**config.mk**
```make
export PLATFORM = sky130hd
export DESIGN_NAME = hd44780_ctrl_flat
export DESIGN_NICKNAME = d
export VERILOG_FILES = /design/src/rtl/hd44780_pkg.sv /design/src/rtl/hd44780_if.sv /design/src/rtl/hd44780_bus_writer.sv /design/src/rtl/hd44780_ctrl.sv /design/src/flat_wrapper.sv
export SDC_FILE = /design/constraint.sdc
export NUM_CORES = 1
export LEC_CHECK = 0
export ABC_AREA = 0
export CAP_MARGIN = 20
export CORE_AREA = 2 2 88 90
export DETAILED_ROUTE_END_ITERATION = 8
export DIE_AREA = 0 0 90 92
export PLACE_DENSITY = 0.81
export SLEW_MARGIN = 10
export SYNTH_ARGS = -nofsm -noshare
export SYNTH_HDL_FRONTEND = slang
export SYNTH_HIERARCHICAL = 1
export SYNTH_SLANG_ARGS = --single-unit
```
**constraint.sdc**
```tcl
create_clock -name clk -period 3.6 [get_ports clk]
set_input_delay 0.72 -clock clk [delete_from_list [all_inputs] [get_ports clk]]
set_output_delay 0.72 -clock clk [all_outputs]
set_load 0.005 [all_outputs]
```
**src/rtl/hd44780_pkg.sv**
```systemverilog
// Shared definitions for the HD44780 character-LCD controller: opcodes,
// DDRAM line base table, microsecond-to-cycle conversion and FSM states.
package hd44780_pkg;

   localparam logic [7:0] OP_CLEAR     = 8'h01;
   localparam logic [7:0] OP_HOME      = 8'h02;
   localparam logic [7:0] OP_ENTRY     = 8'h06;
   localparam logic [7:0] OP_DISPOFF   = 8'h08;
   localparam logic [7:0] OP_DISPCTL   = 8'h0C;
   localparam logic [7:0] OP_FSET      = 8'h20;
   localparam logic [7:0] OP_WAKE      = 8'h30;
   localparam logic [7:0] OP_SET_DDRAM = 8'h80;

   typedef enum logic [2:0] {
      S_PWR,
      S_INIT,
      S_IDLE,
      S_CMD,
      S_ADDR,
      S_FETCH,
      S_CHAR
   } ctrl_state_t;

   typedef enum logic [2:0] {
      W_IDLE,
      W_SETUP,
      W_PULSE,
      W_HOLD,
      W_DELAY
   } wr_state_t;

   // Round a time in microseconds up to whole clock cycles, never below one.
   function automatic int us2cyc(input longint t_us, input longint clk_hz);
      longint c;
      c = (t_us * clk_hz + longint'(999_999)) / longint'(1_000_000);
      return (c < 1) ? 1 : int'(c);
   endfunction

   // DDRAM start address of each display line; lines 2/3 continue lines 0/1.
   function automatic logic [7:0] line_base(input logic [1:0] line_idx, input int cols);
      case (line_idx)
         2'd0:    return 8'h00;
         2'd1:    return 8'h40;
         2'd2:    return 8'(cols);
         default: return 8'(8'h40 + cols);
      endcase
   endfunction

   // Function-set byte: DL bit for 8-bit bus, N bit for multi-line displays.
   function automatic logic [7:0] fset_byte(input int bus_width, input int lines);
      return OP_FSET | ((bus_width == 8) ? 8'h10 : 8'h00) | ((lines > 1) ? 8'h08 : 8'h00);
   endfunction

   // Power-on init sequence; step 3 (switch to 4-bit) is only used on a 4-bit bus.
   function automatic logic [7:0] init_byte(input logic [3:0] step, input logic [7:0] fset);
      case (step)
         4'd0, 4'd1, 4'd2: return OP_WAKE;
         4'd3:             return OP_FSET;
         4'd4:             return fset;
         4'd5:             return OP_DISPOFF;
         4'd6:             return OP_CLEAR;
         4'd7:             return OP_ENTRY;
         default:          return OP_DISPCTL;
      endcase
   endfunction

endpackage

```
**src/rtl/hd44780_if.sv**
```systemverilog
// Host-side bundle of the LCD controller: trigger/command handshake, status,
// frame RAM read port and the LCD pins.
interface hd44780_if #(
   parameter int BUS_WIDTH = 8,
   parameter int ADDR_W    = 7
);
   logic                 trg;
   logic                 cmd_valid;
   logic [7:0]           cmd_data;
   logic                 cmd_ready;
   logic                 busy;
   logic                 init_done;
   logic [ADDR_W-1:0]    mem_addr;
   logic [7:0]           mem_data;
   logic                 e;
   logic                 rs;
   logic [BUS_WIDTH-1:0] db;

   modport master (
      output trg, cmd_valid, cmd_data, mem_data,
      input  cmd_ready, busy, init_done, mem_addr, e, rs, db
   );

   modport slave (
      input  trg, cmd_valid, cmd_data, mem_data,
      output cmd_ready, busy, init_done, mem_addr, e, rs, db
   );
endinterface

```
**src/rtl/hd44780_bus_writer.sv**
```systemverilog
// Drives one byte (or a single high nibble) onto the LCD pins with setup,
// enable pulse and hold, then waits out the LCD execution time.
module hd44780_bus_writer
   import hd44780_pkg::*;
#(
   parameter int CLK_HZ    = 250_000,
   parameter int BUS_WIDTH = 8,
   parameter int CMD_US    = 80,
   parameter int CLEAR_US  = 2_000,
   parameter int SETUP_CYC = 1,
   parameter int E_CYC     = 2
) (
   input  logic                 clk,
   input  logic                 rst,
   input  logic                 wr_valid,
   output logic                 wr_ready,
   input  logic [7:0]           wr_byte,
   input  logic                 wr_rs,
   input  logic                 wr_nibble_only,
   input  logic                 wr_long,
   output logic                 e,
   output logic                 rs,
   output logic [BUS_WIDTH-1:0] db
);

   localparam int SETUP_N = (SETUP_CYC < 1) ? 1 : SETUP_CYC;
   localparam int E_N     = (E_CYC < 1) ? 1 : E_CYC;
   localparam int CMD_N   = us2cyc(CMD_US, CLK_HZ);
   localparam int CLEAR_N = us2cyc(CLEAR_US, CLK_HZ);
   localparam int MAX_A   = (CMD_N > CLEAR_N) ? CMD_N : CLEAR_N;
   localparam int MAX_B   = (SETUP_N > E_N) ? SETUP_N : E_N;
   localparam int MAX_N   = (MAX_A > MAX_B) ? MAX_A : MAX_B;
   localparam int CNT_W   = $clog2(MAX_N + 1);

   localparam logic [CNT_W-1:0] SETUP_LD = CNT_W'(SETUP_N - 1);
   localparam logic [CNT_W-1:0] E_LD     = CNT_W'(E_N - 1);
   localparam logic [CNT_W-1:0] CMD_LD   = CNT_W'(CMD_N - 1);
   localparam logic [CNT_W-1:0] CLEAR_LD = CNT_W'(CLEAR_N - 1);

   wr_state_t            state, state_n;
   logic [CNT_W-1:0]     cnt, cnt_n;
   logic [7:0]           byte_q, byte_n;
   logic                 sel_q, sel_n;
   logic                 hi_q, hi_n;
   logic                 two_q, two_n;
   logic                 long_q, long_n;
   logic [BUS_WIDTH-1:0] db_n;

   // Writer state, phase counter and the latched byte being sent.
   always_ff @(posedge clk or negedge rst) begin
      if (!rst) begin
         state  <= W_IDLE;
         cnt    <= '0;
         byte_q <= '0;
         sel_q  <= 1'b0;
         hi_q   <= 1'b0;
         two_q  <= 1'b0;
         long_q <= 1'b0;
      end else begin
         state  <= state_n;
         cnt    <= cnt_n;
         byte_q <= byte_n;
         sel_q  <= sel_n;
         hi_q   <= hi_n;
         two_q  <= two_n;
         long_q <= long_n;
      end
   end

   // Sequence setup -> pulse -> hold (twice for a full byte on a 4-bit bus) -> delay.
   always_comb begin
      state_n  = state;
      cnt_n    = cnt;
      byte_n   = byte_q;
      sel_n    = sel_q;
      hi_n     = hi_q;
      two_n    = two_q;
      long_n   = long_q;
      wr_ready = (state == W_IDLE);
      case (state)
         W_IDLE: begin
            if (wr_valid) begin
               state_n = W_SETUP;
               cnt_n   = SETUP_LD;
               byte_n  = wr_byte;
               sel_n   = wr_rs;
               hi_n    = (BUS_WIDTH == 4);
               two_n   = (BUS_WIDTH == 4) && !wr_nibble_only;
               long_n  = wr_long || (!wr_rs && !wr_nibble_only &&
                                     (wr_byte inside {8'h01, 8'h02, 8'h03}));
            end
         end
         W_SETUP: begin
            if (cnt == '0) begin
               state_n = W_PULSE;
               cnt_n   = E_LD;
            end else begin
               cnt_n = cnt - 1'b1;
            end
         end
         W_PULSE: begin
            if (cnt == '0) begin
               state_n = W_HOLD;
               cnt_n   = SETUP_LD;
            end else begin
               cnt_n = cnt - 1'b1;
            end
         end
         W_HOLD: begin
            if (cnt == '0) begin
               if (hi_q && two_q) begin
                  state_n = W_SETUP;
                  cnt_n   = SETUP_LD;
                  hi_n    = 1'b0;
               end else begin
                  state_n = W_DELAY;
                  cnt_n   = long_q ? CLEAR_LD : CMD_LD;
               end
            end else begin
               cnt_n = cnt - 1'b1;
            end
         end
         W_DELAY: begin
            if (cnt == '0) begin
               state_n = W_IDLE;
            end else begin
               cnt_n = cnt - 1'b1;
            end
         end
         default: state_n = W_IDLE;
      endcase
   end

   // Data presented on the pins for the upcoming phase: full byte or current nibble.
   always_comb begin
      db_n = '0;
      if (BUS_WIDTH == 8) begin
         db_n = BUS_WIDTH'(byte_n);
      end else begin
         db_n = BUS_WIDTH'(hi_n ? byte_n[7:4] : byte_n[3:0]);
      end
   end

   // Registered LCD pins so e/rs/db never glitch; bus is parked at zero between writes.
   always_ff @(posedge clk or negedge rst) begin
      if (!rst) begin
         e  <= 1'b0;
         rs <= 1'b0;
         db <= '0;
      end else begin
         e <= (state_n == W_PULSE);
         if (state_n inside {W_SETUP, W_PULSE, W_HOLD}) begin
            rs <= sel_n;
            db <= db_n;
         end else begin
            rs <= 1'b0;
            db <= '0;
         end
      end
   end

endmodule

```
**src/rtl/hd44780_ctrl.sv**
```systemverilog
// HD44780 controller top: power-on wait, init sequence, raw commands and
// full-screen refresh from a row-major character RAM.
module hd44780_ctrl
   import hd44780_pkg::*;
#(
   parameter int CLK_HZ     = 250_000,
   parameter int BUS_WIDTH  = 8,
   parameter int LINES      = 4,
   parameter int COLS       = 20,
   parameter int POWERON_US = 100_000,
   parameter int CMD_US     = 80,
   parameter int CLEAR_US   = 2_000,
   parameter int SETUP_CYC  = 1,
   parameter int E_CYC      = 2
) (
   input logic      clk,
   input logic      rst,
   hd44780_if.slave bus
);

   localparam int NCHARS = LINES * COLS;
   localparam int ADDR_W = (NCHARS > 1) ? $clog2(NCHARS) : 1;
   localparam int COL_W  = (COLS > 1) ? $clog2(COLS) : 1;
   localparam int PWR_N  = us2cyc(POWERON_US, CLK_HZ);
   localparam int PWR_W  = $clog2(PWR_N + 1);

   localparam logic [PWR_W-1:0] PWR_LAST  = PWR_W'(PWR_N - 1);
   localparam logic [COL_W-1:0] LAST_COL  = COL_W'(COLS - 1);
   localparam logic [1:0]       LAST_LINE = 2'(LINES - 1);
   localparam logic [7:0]       FSET      = fset_byte(BUS_WIDTH, LINES);

   ctrl_state_t       state, state_n;
   logic [PWR_W-1:0]  pwr_cnt, pwr_n;
   logic [3:0]        step, step_n;
   logic [1:0]        line_idx, line_n;
   logic [COL_W-1:0]  col_idx, col_n;
   logic [ADDR_W-1:0] addr_q, addr_n;
   logic [7:0]        cmd_q, cmd_n;
   logic              pend, pend_n;
   logic              done_q, done_n;
   logic              idle_free;

   logic              wr_valid, wr_ready, wr_rs, wr_nib, wr_long;
   logic [7:0]        wr_byte;

   hd44780_bus_writer #(
      .CLK_HZ    (CLK_HZ),
      .BUS_WIDTH (BUS_WIDTH),
      .CMD_US    (CMD_US),
      .CLEAR_US  (CLEAR_US),
      .SETUP_CYC (SETUP_CYC),
      .E_CYC     (E_CYC)
   ) u_writer (
      .clk            (clk),
      .rst            (rst),
      .wr_valid       (wr_valid),
      .wr_ready       (wr_ready),
      .wr_byte        (wr_byte),
      .wr_rs          (wr_rs),
      .wr_nibble_only (wr_nib),
      .wr_long        (wr_long),
      .e              (bus.e),
      .rs             (bus.rs),
      .db             (bus.db)
   );

   // The controller only counts as idle once the last write has finished on the LCD.
   assign idle_free     = (state == S_IDLE) && wr_ready;
   assign bus.cmd_ready = idle_free;
   assign bus.busy      = !idle_free;
   assign bus.init_done = done_q;
   assign bus.mem_addr  = addr_q;

   // Main FSM state plus counters, pending-refresh flag and latched command.
   always_ff @(posedge clk or negedge rst) begin
      if (!rst) begin
         state    <= S_PWR;
         pwr_cnt  <= '0;
         step     <= '0;
         line_idx <= '0;
         col_idx  <= '0;
         addr_q   <= '0;
         cmd_q    <= '0;
         pend     <= 1'b0;
         done_q   <= 1'b0;
      end else begin
         state    <= state_n;
         pwr_cnt  <= pwr_n;
         step     <= step_n;
         line_idx <= line_n;
         col_idx  <= col_n;
         addr_q   <= addr_n;
         cmd_q    <= cmd_n;
         pend     <= pend_n;
         done_q   <= done_n;
      end
   end

   // Next-state logic and the byte offered to the bus writer in each state.
   always_comb begin
      state_n  = state;
      pwr_n    = pwr_cnt;
      step_n   = step;
      line_n   = line_idx;
      col_n    = col_idx;
      addr_n   = addr_q;
      cmd_n    = cmd_q;
      pend_n   = pend || bus.trg;
      done_n   = done_q || idle_free;
      wr_valid = 1'b0;
      wr_byte  = 8'h00;
      wr_rs    = 1'b0;
      wr_nib   = 1'b0;
      wr_long  = 1'b0;
      case (state)
         S_PWR: begin
            if (pwr_cnt == PWR_LAST) begin
               state_n = S_INIT;
               step_n  = '0;
            end else begin
               pwr_n = pwr_cnt + 1'b1;
            end
         end
         S_INIT: begin
            wr_valid = 1'b1;
            wr_byte  = init_byte(step, FSET);
            wr_nib   = (step <= 4'd3);
            wr_long  = (step == 4'd0);
            if (wr_ready) begin
               if (step == 4'd8) begin
                  state_n = S_IDLE;
               end else if (step == 4'd2 && BUS_WIDTH == 8) begin
                  step_n = 4'd4;
               end else begin
                  step_n = step + 1'b1;
               end
            end
         end
         S_IDLE: begin
            if (wr_ready) begin
               if (bus.cmd_valid) begin
                  cmd_n   = bus.cmd_data;
                  state_n = S_CMD;
               end else if (pend || bus.trg) begin
                  pend_n  = 1'b0;
                  line_n  = '0;
                  state_n = S_ADDR;
               end
            end
         end
         S_CMD: begin
            wr_valid = 1'b1;
            wr_byte  = cmd_q;
            if (wr_ready) begin
               state_n = S_IDLE;
            end
         end
         S_ADDR: begin
            wr_valid = 1'b1;
            wr_byte  = OP_SET_DDRAM | line_base(line_idx, COLS);
            if (wr_ready) begin
               state_n = S_FETCH;
               col_n   = '0;
               addr_n  = (line_idx == 2'd0) ? '0 : addr_q + 1'b1;
            end
         end
         S_FETCH: begin
            state_n = S_CHAR;
         end
         S_CHAR: begin
            wr_valid = 1'b1;
            wr_byte  = bus.mem_data;
            wr_rs    = 1'b1;
            if (wr_ready) begin
               if (col_idx == LAST_COL) begin
                  if (line_idx == LAST_LINE) begin
                     state_n = S_IDLE;
                  end else begin
                     line_n  = line_idx + 1'b1;
                     state_n = S_ADDR;
                  end
               end else begin
                  col_n   = col_idx + 1'b1;
                  addr_n  = addr_q + 1'b1;
                  state_n = S_FETCH;
               end
            end
         end
         default: state_n = S_PWR;
      endcase
   end

endmodule

```
**src/flat_wrapper.sv**
```systemverilog
// flat-port wrapper written by rule: the top's interface ports become plain ports
module hd44780_ctrl_flat import hd44780_pkg::*;
#(
   parameter int CLK_HZ     = 250_000,
   parameter int BUS_WIDTH  = 8,
   parameter int LINES      = 4,
   parameter int COLS       = 20,
   parameter int POWERON_US = 100_000,
   parameter int CMD_US     = 80,
   parameter int CLEAR_US   = 2_000,
   parameter int SETUP_CYC  = 1,
   parameter int E_CYC      = 2
)
  (clk, rst, bus_trg, bus_cmd_valid, bus_cmd_data, bus_mem_data, bus_cmd_ready, bus_busy, bus_init_done, bus_mem_addr, bus_e, bus_rs, bus_db);
  hd44780_if #(.BUS_WIDTH(BUS_WIDTH), .ADDR_W(7)) bus_i ();
  input logic clk;
  input logic rst;
  input wire logic [$bits(bus_i.trg)-1:0] bus_trg;
  input wire logic [$bits(bus_i.cmd_valid)-1:0] bus_cmd_valid;
  input wire logic [$bits(bus_i.cmd_data)-1:0] bus_cmd_data;
  input wire logic [$bits(bus_i.mem_data)-1:0] bus_mem_data;
  output wire logic [$bits(bus_i.cmd_ready)-1:0] bus_cmd_ready;
  output wire logic [$bits(bus_i.busy)-1:0] bus_busy;
  output wire logic [$bits(bus_i.init_done)-1:0] bus_init_done;
  output wire logic [$bits(bus_i.mem_addr)-1:0] bus_mem_addr;
  output wire logic [$bits(bus_i.e)-1:0] bus_e;
  output wire logic [$bits(bus_i.rs)-1:0] bus_rs;
  output wire logic [$bits(bus_i.db)-1:0] bus_db;
  assign bus_i.trg = bus_trg;
  assign bus_i.cmd_valid = bus_cmd_valid;
  assign bus_i.cmd_data = bus_cmd_data;
  assign bus_i.mem_data = bus_mem_data;
  assign bus_cmd_ready = bus_i.cmd_ready;
  assign bus_busy = bus_i.busy;
  assign bus_init_done = bus_i.init_done;
  assign bus_mem_addr = bus_i.mem_addr;
  assign bus_e = bus_i.e;
  assign bus_rs = bus_i.rs;
  assign bus_db = bus_i.db;
  hd44780_ctrl #(.CLK_HZ(CLK_HZ), .BUS_WIDTH(BUS_WIDTH), .LINES(LINES), .COLS(COLS), .POWERON_US(POWERON_US), .CMD_US(CMD_US), .CLEAR_US(CLEAR_US), .SETUP_CYC(SETUP_CYC), .E_CYC(E_CYC)) u_core (.clk(clk), .rst(rst), .bus(bus_i));
endmodule
```
# [After elaboration in Yosys (flattened, before gate mapping)]
# Memory sizes are Yosys's and may differ from the RTL's.
# Cells that the tools add are included.
[word_totals] ff_bits=78 rom_bits=48 inputBits=20 word_cells=156 n_memories=1
[op_classes] add_sub_neg=6 order_cmp=1 n_eq_ne=39 muxes=62 bitwise_logic=1 n_reduce_logical=29
[memory_table] name="(no name shown)" depth=8 word_bits=6 rd=1 rd_ports_with_merged_regs=0 write_ports=0 line="hd44780_pkg.sv:56" text="case (step)"
[ops] operator="9-bit two-way mux" n=6
[ops] operator="3-bit two-way mux" n=16
[ops] operator="9-bit one-hot mux with 5 select lines" n=1
[ops] operator="8-bit two-way mux" n=4
[ops] operator="8-bit one-hot mux with 4 select lines" n=1
[ops] operator="7-bit two-way mux" n=4
[ops] operator="3-bit one-hot mux with 7 select lines" n=1
[ops] operator="7-bit one-hot mux with 3 select lines" n=1
[ops] operator="3-bit by 2-bit equality test with 1-bit output, second input constant" n=6
[ops] operator="8-bit by 2-bit equality test with 1-bit output, second input constant" n=2
[ops] operator="4-bit two-way mux" n=4
[ops] operator="2-bit by 1-bit inequality test with 1-bit output, second input constant" n=8
[ops] operator="15-bit by 1-bit adder with 15-bit output, second input constant" n=1
[ops] operator="15-bit equality test, second input constant" n=1
[ops] operator="5-bit two-way mux" n=3
[ops] operator="3-bit one-hot mux with 5 select lines" n=1
[ops] operator="2-bit inequality test, second input constant" n=7
[ops] operator="7-bit one-hot mux with 2 select lines" n=1
[ops] operator="3-bit equality test, second input constant" n=4
[ops] operator="2-bit two-way mux" n=6
[ops] operator="1-bit two-way mux" n=10
[ops] operator="5-bit one-hot mux with 2 select lines" n=1
[ops] operator="3-bit by 1-bit equality test with 1-bit output, second input constant" n=3
[ops] operator="9-bit zero test" n=1
[ops] operator="31 further kinds" n=45

# [Depth between registers and ports, before layout]
[logic_depth] word_depth=8 ltp_mapped=9 depth_no_buf=8

# [Hierarchy]
# Netlist, hierarchy kept.
[modules_own_cells] mod="hd44780_ctrl" n_inst=1 cells_per_inst=278 area_per_inst_um2=2611.3 seq_area_each_um2=1151.1
[modules_own_cells] mod="hd44780_bus_writer" n_inst=1 cells_per_inst=161 area_per_inst_um2=1651.6 seq_area_each_um2=800.8

# [Worst setup path before layout]
# No wires, ideal clock.
[synth_path] kind="reg2out" from="register u_core.u_writer.state[2]" to="output bus_cmd_ready" arrival_ns=1.434 required_time_ns=2.880 path_slack_ns=1.446 stages_incl_launch_ff=6 n_path_buf=2 cell_sequence="dfrtp_1 -> buf_2 -> nor3_1 -> clkbuf_1 -> nand3_1 -> inv_1"
[synth_between] elab_chain_len=2
[synth_lines] item="start: declaration" line="hd44780_bus_writer.sv:40" text="wr_state_t state, state_n;"
[synth_lines] item="start signal: assignment" line="hd44780_bus_writer.sv:60" text="state <= state_n;"
[synth_lines] item="3-bit zero test" line="hd44780_bus_writer.sv:79" text="wr_ready = (state == W_IDLE);"
[synth_lines] item="via u_core.wr_ready" line="hd44780_ctrl.sv:43" text="logic wr_valid, wr_ready, wr_rs, wr_nib, wr_long;"
[synth_lines] item="1-bit logical AND" line="hd44780_ctrl.sv:68" text="assign idle_free = (state == S_IDLE) && wr_ready;"
[synth_lines] item="end: declaration" line="flat_wrapper.sv:22" text="output wire logic [$bits(bus_i.cmd_ready)-1:0] bus_cmd_ready;"
# The timed path passes the listed nets, and every way through them passes these cells.

# [Worst setup path after layout]
# Same ends and word-level chain as after synthesis.

==> impl_metrics.yaml <==
worst_setup_path:
  path_class: "flip-flop to output pin"
  worst_ep_required_time_ns: 2.88
  critical-path-max-stage-delay_ns: 0.66
  crit_path_cell_trace: "nor3_1 > nand3_1 > inv_1 > clkdlybuf4s50_1"
  worst-path-buf-inv: 2
  crit_path_end_kind: "output pin"
  rrSetupSlack_ns: 1.11
  crit_arrival_ns: 2.24
  critPathSlowestCell: "dfrtp_1"
  crit_path_max_fanout: 25
  cpLargestDelayFamily: "flip-flops"
  cp-start-kind: "flip-flop"
sta:
  setup_tns_ns: 0
  period_needed_ns: 2.96
  finClkSkew_ns: 0.0100
  drv_slew: 0
  max_freq_mhz: 337
  period_share: 0.824
  max_slew_margin: 0.513
  tightest_slew_ns: 0.731
  rsz0062_at_grt: "false"
  setup_slack_ns: 0.635
  setup_viol: 0
  hold_viol: 0
clock_network:
  cts_max_level: 3
  cts.repair.resized: 0
  root_buffer: "clkbuf_8"
  cts-buffers-inserted: 9
  cts_hold_buf: 0
  cts_tree: "yes"
  post_cts_buffers: 0
  clock_latency_ns: 0.35
  clk_path_buf_depth: 2
  cts.sinks: 78
  clkSlewWorstSetupHoldPaths_ns: 0.08
routing:
  avgViaCountPerCell: 5.91
  vias: 3421
  firstDrtPassIters: 5
  wirelength_mm: 8.96
  drt_iter0_drc: 223
  detail_route.wl_per_cell_um: 15.5
  drc: 0
  ant_nets: 0
place:
  io_buffer_count: 39
  gp_congestion: 0.870
  dp_slack_ns: 1.04
  place_area_um2: 4700
  dp_hpwl_mm: 6.07
die:
  fp.dieW_um: 90
  core_um2: 7450
  ios: 40
  die_h_um: 92
  row_count: 32
  start_util: 0.572
  die-area_um2: 8280
outcome:
  outcome: "finished, final reports clean"
synthesis:
  ys.flop_type: "dfrtp_1"
  synth_area_leaders: "dfrtp_1 46%, mux2_2 5.3%, nand2_1 4.4%, o21ai_0 3.1%, ha_1 2.9%"
  synth_area_per_cell_um2: 9.71
  async_reset_ff_frac: 1.00
  syn-cell-area_um2: 4260
  synth_edf_count: 0
  ys_ff_latch: 78
  ys_types: 61
  mappedNetlistNets: 469
  yosys.area.top_type_share: 0.458
  seq_area_frac_synth: 0.458
  yosysWarnings: 6
  synth_cells: 439
  yosysTopAreaCell: "dfrtp_1"
run:
  max_cap_viol_count: 0
grt:
  grt_use_total: 0.227
  grt_overflow: 0
  first_global_vias: 3203
  antenna_found_initial: 0
  grt_pass1_wl_mm: 15.2
  grt_max_degree: 79
final_layout:
  final_nets: 502
  nFillCells: 615
  synthToLayoutAreaGrowth_pct: 16.3
  diodes: 0
  drive_gt1_frac: 0.113
  fin_area_um2: 4960
power_and_ir_drop:
  ir_drop_v: 0.000201
  total_power_w: 0.00169
  static-leakage-power_nw: 2.15
  p_per_area_nw_per_um2: 340
worst_hold_path:
  hold_path_class: "primary input to async pin"
per-layer routing:
layer / share of wire / wire, um / track usage / vias to the layer above
met4: 0.015 / 138 / 0.0885 / 0
met2: 0.48 / 4260 / 0.361 / 108
li1: - / - / - / 1635
met3: 0.052 / 470 / 0.0518 / 17
met5: 0 / 0 / 0 / -
met1: 0.46 / 4090 / 0.305 / 1661
kinds of logic (layout without fill, tap and decap cells):
kind of cell / Yosys count / in the layout / synth area share
AOI/OAI and AO/OA: 92 / 92 / 0.143
DFF: 78 / 78 / 0.458
xor gates and xnor gates: 21 / 21 / 0.0431
muxes: 22 / 22 / 0.0575
buffers and inverters: 36 / 74 / 0.0370
and+or+nand+nor: 180 / 180 / 0.232
adders and majority gates: 10 / 10 / 0.0294
metrics by stage:
step | instances | util | hold slack [ns]
5_1_grt | 579 | 0.665 | 0.213
4_1_cts | 578 | 0.662 | 0.474
6_report | 579 | 0.665 | 0.214
3_5_place_dp | 562 | 0.631 | 0.455
2_1_floorplan | 439 | - | 0.424
3_3_place_gp | 562 | 0.631 | 0.449
flip-flops by register name, indices dropped and copies added, names as in the netlist, 2 cells and up:
name and count:
u_core/pwr_cnt 15, u_core/u_writer/cnt 9, u_core/cmd_q 8, u_core/u_writer/byte_q 8
u_core/u_writer/db 8, u_core/bus.mem_addr 7, u_core/col_idx 5, u_core/step 4
u_core/state 3, u_core/u_writer/state 3, u_core/line_idx 2
worst register-to-register path, cell delays in order, from the launching register on:
cell and delay, ns:
dfrtp_1 0.62, inv_1 0.17, nor2_1 0.50, o21ai_0 0.18, o21ai_0 0.39, nor4_1 0.14, o21a_1 0.13, a21oi_1 0.14
o21ai_0 0.10
area by class of cell:
cell class | instances | area (um2) | area share
Clock buffer | 10 | 138 | 0.0278
Tap cell | 102 | 128 | 0.0258
Multi-Input combinational cell | 325 | 2150 | 0.434
Sequential cell | 78 | 1950 | 0.394
Timing Repair Buffer | 43 | 438 | 0.0884
Clock inverter | 6 | 91.3 | 0.0184
Inverter | 15 | 56.3 | 0.0114
cell usage after synthesis, types with 3 or more instances:
cell and instances:
a32oi_1 3, ha_1 10, xor2_1 9, inv_1 14, and4_1 3, clkbuf_1 13
nor4b_1 3, a22o_1 6, nor2_1 29, o21a_1 4, o21ai_0 26, or2_2 4
o221ai_1 3, a21o_1 4, nand2_1 50, nor4_1 7, or3_1 3, a22oi_1 4
nand4_1 8, o211ai_1 5, nor2b_1 15, xnor2_1 12, a31oi_1 5, nand3_1 19
nand2b_1 6, nor3_1 13, a21oi_1 15, mux2_2 20, dfrtp_1 78, buf_2 5
nand3b_1 3
cell usage in the layout, fill, tap and decap left out, drive strengths merged, types with 4 or more instances in the layout:
master / n
a22oi: 4
xnor2: 12
nand4: 8
a21o: 4
mux2: 20
nor4: 9
buf: 5
a22o: 6
nor2b: 15
ha: 10
o21a: 4
clkbuf: 10
nand2b: 6
o21ai: 28
a21oi: 16
o211ai: 5
dfrtp: 78
nor3: 13
or3: 4
xor2: 9
nand3: 19
or2: 5
inv: 17
nand2: 50
nor4b: 5
clkdlybuf4s50: 38
a31oi: 5
nor2: 29
where the power goes:
part	switching, W	total (W)	internal [W]
clock	0.000335	0.000749	0.000414
combinational	0.0000279	0.0000572	0.0000293
sequential	0.00000125	0.000881	0.000880
worst paths after layout:
check	depth (start not counted)	to	from
setup / recovery	4	bus_cmd_ready	u_core/u_writer/state[2]
hold / removal	1	u_core/bus.mem_addr[0]	rst
setup reg to reg	8	u_core/u_writer/long_q	u_core/state[2]
hold reg to reg	1	u_core/pwr_cnt[14]	u_core/pwr_cnt[14]
max in group asynchronous	2	u_core/u_writer/cnt[3]	rst
min in group clk	1	u_core/pwr_cnt[14]	u_core/pwr_cnt[14]
(Power assumes the default switching activity.)
